[src/rtl/game_pkg.sv]
// Shared encodings for the game input conditioner: flow states, button bit
// positions and the auto-repeat counter width.
package game_pkg;

  typedef enum logic [1:0] {
    IDLE  = 2'd0,
    RUN   = 2'd1,
    PAUSE = 2'd2,
    OVER  = 2'd3
  } game_state_t;

  localparam int BTN_L = 0;
  localparam int BTN_R = 1;
  localparam int CNT_W = 8;

endpackage

[src/rtl/game_input_ctrl_key_repeat.sv]
// Press/auto-repeat counter for one resolved direction: fires on a fresh
// press, then after DELAY_FRAMES ticks, then every REPEAT_FRAMES ticks.
module key_repeat
  import game_pkg::*;
#(
  parameter int DELAY_FRAMES  = 20,
  parameter int REPEAT_FRAMES = 4
) (
  input  logic clk,
  input  logic rst,
  input  logic en,
  input  logic held,
  input  logic fresh,
  input  logic tick,
  output logic fire
);

  localparam logic [CNT_W-1:0] DELAY_LD  = CNT_W'(DELAY_FRAMES);
  localparam logic [CNT_W-1:0] REPEAT_LD = CNT_W'(REPEAT_FRAMES);
  localparam logic [CNT_W-1:0] ONE       = CNT_W'(1);

  logic [CNT_W-1:0] rpt_cnt;
  logic [CNT_W-1:0] rpt_cnt_nxt;

  // A zero count with a steady direction only happens on the first RUN
  // cycle, so it doubles as the "entered RUN while held" load condition.
  always_comb begin
    fire        = 1'b0;
    rpt_cnt_nxt = rpt_cnt;
    if (!en || !held) begin
      rpt_cnt_nxt = '0;
    end else if (fresh) begin
      fire        = 1'b1;
      rpt_cnt_nxt = DELAY_LD;
    end else if (rpt_cnt == '0) begin
      rpt_cnt_nxt = DELAY_LD;
    end else if (tick) begin
      if (rpt_cnt == ONE) begin
        fire        = 1'b1;
        rpt_cnt_nxt = REPEAT_LD;
      end else begin
        rpt_cnt_nxt = rpt_cnt - ONE;
      end
    end
  end

  always_ff @(posedge clk) begin
    if (rst) begin
      rpt_cnt <= '0;
    end else begin
      rpt_cnt <= rpt_cnt_nxt;
    end
  end

endmodule

[src/rtl/game_input_ctrl.sv]
// Turns held MCU button/start levels into single-cycle move pulses with
// frame-paced auto-repeat, and runs the idle/run/pause/over flow FSM.
module game_input_ctrl
  import game_pkg::*;
#(
  parameter int DELAY_FRAMES  = 20,
  parameter int REPEAT_FRAMES = 4
) (
  input  logic       CLK,
  input  logic       RST,
  input  logic [1:0] mcu_btn,
  input  logic       mcu_str,
  input  logic       frame_tick,
  input  logic       game_over,
  output logic       move_l,
  output logic       move_r,
  output logic [1:0] game_state,
  output logic       state_chg
);

  logic [1:0]  btn_q;
  logic        str_q;
  logic        str_q_d;
  logic [1:0]  dir_q;
  logic [1:0]  dir;
  logic        held;
  logic        fresh;
  logic        str_rise;
  logic        run_ok;
  logic        fire;
  game_state_t state;
  game_state_t state_nxt;

  assign str_rise   = str_q & ~str_q_d;
  assign dir        = (btn_q == 2'b01 || btn_q == 2'b10) ? btn_q : 2'b00;
  assign held       = |dir;
  assign fresh      = held && (dir != dir_q);
  assign game_state = state;

  always_comb begin
    state_nxt = state;
    case (state)
      IDLE:  if (str_rise) state_nxt = RUN;
      RUN: begin
        if (game_over)     state_nxt = OVER;
        else if (str_rise) state_nxt = PAUSE;
      end
      PAUSE: if (str_rise) state_nxt = RUN;
      OVER:  if (str_rise) state_nxt = IDLE;
      default: state_nxt = IDLE;
    endcase
  end

  always_ff @(posedge CLK) begin
    if (RST) begin
      state <= IDLE;
    end else begin
      state <= state_nxt;
    end
  end

  // Pulses are only produced when the cycle they appear in is also RUN.
  assign run_ok = (state == RUN) && (state_nxt == RUN);

  key_repeat #(
    .DELAY_FRAMES (DELAY_FRAMES),
    .REPEAT_FRAMES(REPEAT_FRAMES)
  ) u_key_repeat (
    .clk  (CLK),
    .rst  (RST),
    .en   (run_ok),
    .held (held),
    .fresh(fresh),
    .tick (frame_tick),
    .fire (fire)
  );

  always_ff @(posedge CLK) begin
    if (RST) begin
      btn_q     <= '0;
      str_q     <= 1'b0;
      str_q_d   <= 1'b0;
      dir_q     <= '0;
      move_l    <= 1'b0;
      move_r    <= 1'b0;
      state_chg <= 1'b0;
    end else begin
      btn_q     <= mcu_btn;
      str_q     <= mcu_str;
      str_q_d   <= str_q;
      dir_q     <= dir;
      move_l    <= fire & dir[BTN_L];
      move_r    <= fire & dir[BTN_R];
      state_chg <= (state_nxt != state);
    end
  end

endmodule

[config.mk]
export PLATFORM = sky130hd
export DESIGN_NAME = game_input_ctrl
export DESIGN_NICKNAME = d
export VERILOG_FILES = /design/src/rtl/game_pkg.sv /design/src/rtl/game_input_ctrl_key_repeat.sv /design/src/rtl/game_input_ctrl.sv
export SDC_FILE = /design/constraint.sdc
export NUM_CORES = 1
export LEC_CHECK = 0
export ABC_AREA = 1
export BUFFER_PORTS_ARGS = -buffer_cell sky130_fd_sc_hd__buf_4
export CORE_AREA = 4 4 58 44
export DETAILED_ROUTE_END_ITERATION = 8
export DIE_AREA = 0 0 62 48
export PLACE_DENSITY_LB_ADDON = 0.05
export SLEW_MARGIN = 20
export SYNTH_ARGS = -nofsm -noshare
export SYNTH_HDL_FRONTEND = slang
export SYNTH_HIERARCHICAL = 1
export SYNTH_SLANG_ARGS = --single-unit
[constraint.sdc]
create_clock -name CLK -period 1.4 [get_ports CLK]
set_clock_uncertainty 0.1 [all_clocks]
set_input_delay 0.21 -clock CLK [delete_from_list [all_inputs] [get_ports CLK]]
set_output_delay 0.21 -clock CLK [all_outputs]
set_load 0.01 [all_outputs]
==> results.toml <==
[sta]
hold_violations = 0
rsz0062_at_grt = "true"
max_freq_ghz = 0.671
worst_pin_slew_ns = 0.232
drv_slew = 0
worst_slack_ns = -0.0903
fin_crit_sh_pct = 106
hold_slack_ns = 0.0117
setup_viol = 7
min_period_ns = 1.49
slew_headroom_pct = 84.5

[clock_network]
clock_sinks = 19
root_buffer = "clkbuf_4"
cts_tree = "yes"
cts_max_path_buffers = 2
clk_latency_ns = 0.29
path_clk_slew_ns = 0.10
htreeDepth = 1
cts_buffers = 3

[detailed_routing]
drc = 0
routed_wl_um = 1870
drt-pass1-iter-count = 4
wire_per_inst_um = 10.1
antenna_left = 0
first_iter_violations = 29
vias = 838
drt-vias-per-instance = 4.53

[place]
dp.cells = 178
portBuffers = 11
hpwl_um = 1380
place_congestion = 0.756

[final_layout]
final_cell_mix = "buf_4 (24), nor2_1 (21), inv_1 (18)"
syn_to_final_growth_pct = 35.6
design.final.nets = 174
final_cells = 185
layout_commonest_cell = "buf_4"
fin_util_pct = 64.2
fillCellCount = 185
antennaDiodeCount = 0
drive_gt1_share_pct = 44.7

[power]
switching_share_pct = 24.2
combPwrFrac_pct = 15.9
clkPwrFrac_pct = 26.6
powerDensity_nw_per_um2 = 745
p_leak_uw = 0.000602
p_seq_share_pct = 57.4
ir_drop_mv = 0.790
internal-power_uw = 743
p_sw_uw = 238

[setup_path]
crit_arrival_ns = 1.62
rr_startpoint = "btn_q[1]"
startpoint_type = "flop"
critPathKind = "flop to flop"
worstPathRequired_ns = 1.53
endpoint_kind = "flop"
startpoint = "btn_q[1]"
cp_max_fo = 5

[grt]
grt_use_total_pct = 14.4
grt_overflow = 0
grt_max_degree = 12
grt_pass1_wl_um = 3060
grt_pass1_vias = 721
antenna_found_initial = 0

[outcome]
status = "complete, but fails checks"
violations = "negative setup slack"

[die]
die_y_um = 48
start_util_pct = 47.4
core_sq_um = 2050
io_pins = 12
die_area_sq_um = 2980
fp.dieW_um = 62
rows = 14

[hold_path]
worstHoldStart = "mcu_str"
hp-class = "input port to flop"

[logic_synthesis]
yosysTopAreaCell = "dfxtp_1"
synth_area_leaders = "dfxtp_1 (39%), nor2_1 (10%), inv_1 (8.9%)"
synthCells = 132
synth_area_sq_um = 971
synth_cell_types = 22
seq_area_frac_synth_pct = 39.2
yosys_warnings = 6
syn-num-nets = 144
syn_avg_cell_area_sq_um = 7.36
synth_top_area_share_pct = 39.2
ys_ff_latch = 19

[job]
drv_cap = 0
-- flip-flops by register name (all words and copies together), names as in the netlist --
| name | flops |
|---|---|
| move_l | 1 |
| dir_q | 2 |
| str_q | 1 |
| btn_q | 2 |
| u_key_repeat/rpt_cnt | 8 |
| state_chg | 1 |
| game_state | 2 |
| str_q_d | 1 |
| move_r | 1 |
-- final cells by class --
cell class	instances	area (sq um)	area share, %
repair buffers	26	201	15.3
inverters	26	97.6	7.41
flip-flops and latches	19	387	29.4
clock buffers	4	26.3	2.00
well taps	24	30.0	2.28
multi-input cells	86	574	43.6
-- synthesized netlist by cell type --
library cell	n
a21oi_1	4
and2_1	1
and3_2	1
buf_6	1
dfxtp_1	19
ha_1	5
inv_1	23
inv_2	3
nand2_1	17
nand2_2	6
nand3_1	4
nand3_2	3
nand4_1	2
nor2_1	26
nor2_2	4
nor2_4	2
nor3_1	3
o21ai_0	1
o21ai_1	1
o21bai_1	1
xnor2_1	2
xor2_1	3
-- critical path, cell delays in order, from the launching register on --
cell	delay [ns]
dfxtp_4	0.38
inv_2	0.04
ha_4	0.16
xnor2_2	0.15
a21oi_2	0.09
buf_4	0.14
nor2_4	0.13
nand3_4	0.12
nor2_1	0.12
-- worst paths after layout --
path	end	slack (ns)	depth (start not counted)
min reg2reg	str_q_d	0.34	2
min	str_q	0.01	3
max reg2reg	u_key_repeat/rpt_cnt[7]	-0.09	8
max	u_key_repeat/rpt_cnt[7]	-0.09	8
-- routing by layer --
| layer | share of wire [%] | track usage, % |
|---|---|---|
| met1 | 49 | 20.0 |
| met2 | 45 | 21.5 |
| met3 | 5.2 | 5.66 |
| met4 | 0 | 2.54 |
| met5 | 0 | 0 |
-- logic make-up (layout without fill, tap and decap cells) --
logic type	count (synthesis)	after routing	share of synthesized area, %
and+or+nand+nor	69	69	34.8
AOI/OAI and AO/OA	7	7	3.87
DFF	19	19	39.2
buffers and inverters	27	56	11.2
adders and majority gates	5	5	6.44
xor gates and xnor gates	5	5	4.51
-- power groups by stage --
| stage | Clock, uW | Combinational (uW) | Sequential (uW) |
|---|---|---|---|
| floorplan | 0 | 74.9 | 578 |
| global placement | 0 | 127 | 574 |
| global route | 316 | 174 | 566 |
| detailed placement | 0 | 128 | 574 |
| CTS | 280 | 151 | 565 |
| finish | 261 | 156 | 564 |
-- through the flow --
stage / TNS [ns] / cell area [sq um] / power (uW) / setup WS (ns)
finish: -0.442 / 1320 / 981 / -0.0903
global route: -1.17 / 1320 / 1060 / -0.163
CTS: -0.413 / 1280 / 996 / -0.0709
detailed placement: -0.489 / 1170 / 702 / -0.132
global placement: -0.178 / 1170 / 700 / -0.0912
floorplan: 0 / 980 / 653 / 0.00901
-- timing repair --
item | in CTS | in global routing
setup buffers | 2 | 0
resized for setup | 17 | 10
endpoints found under the setup margin | 9 | 10
hold buffers | 0 | 1
pin swaps | 12 | 3
endpoints found under the hold margin | 0 | 1
No activity file was read; power rests on OpenSTA's default activity.
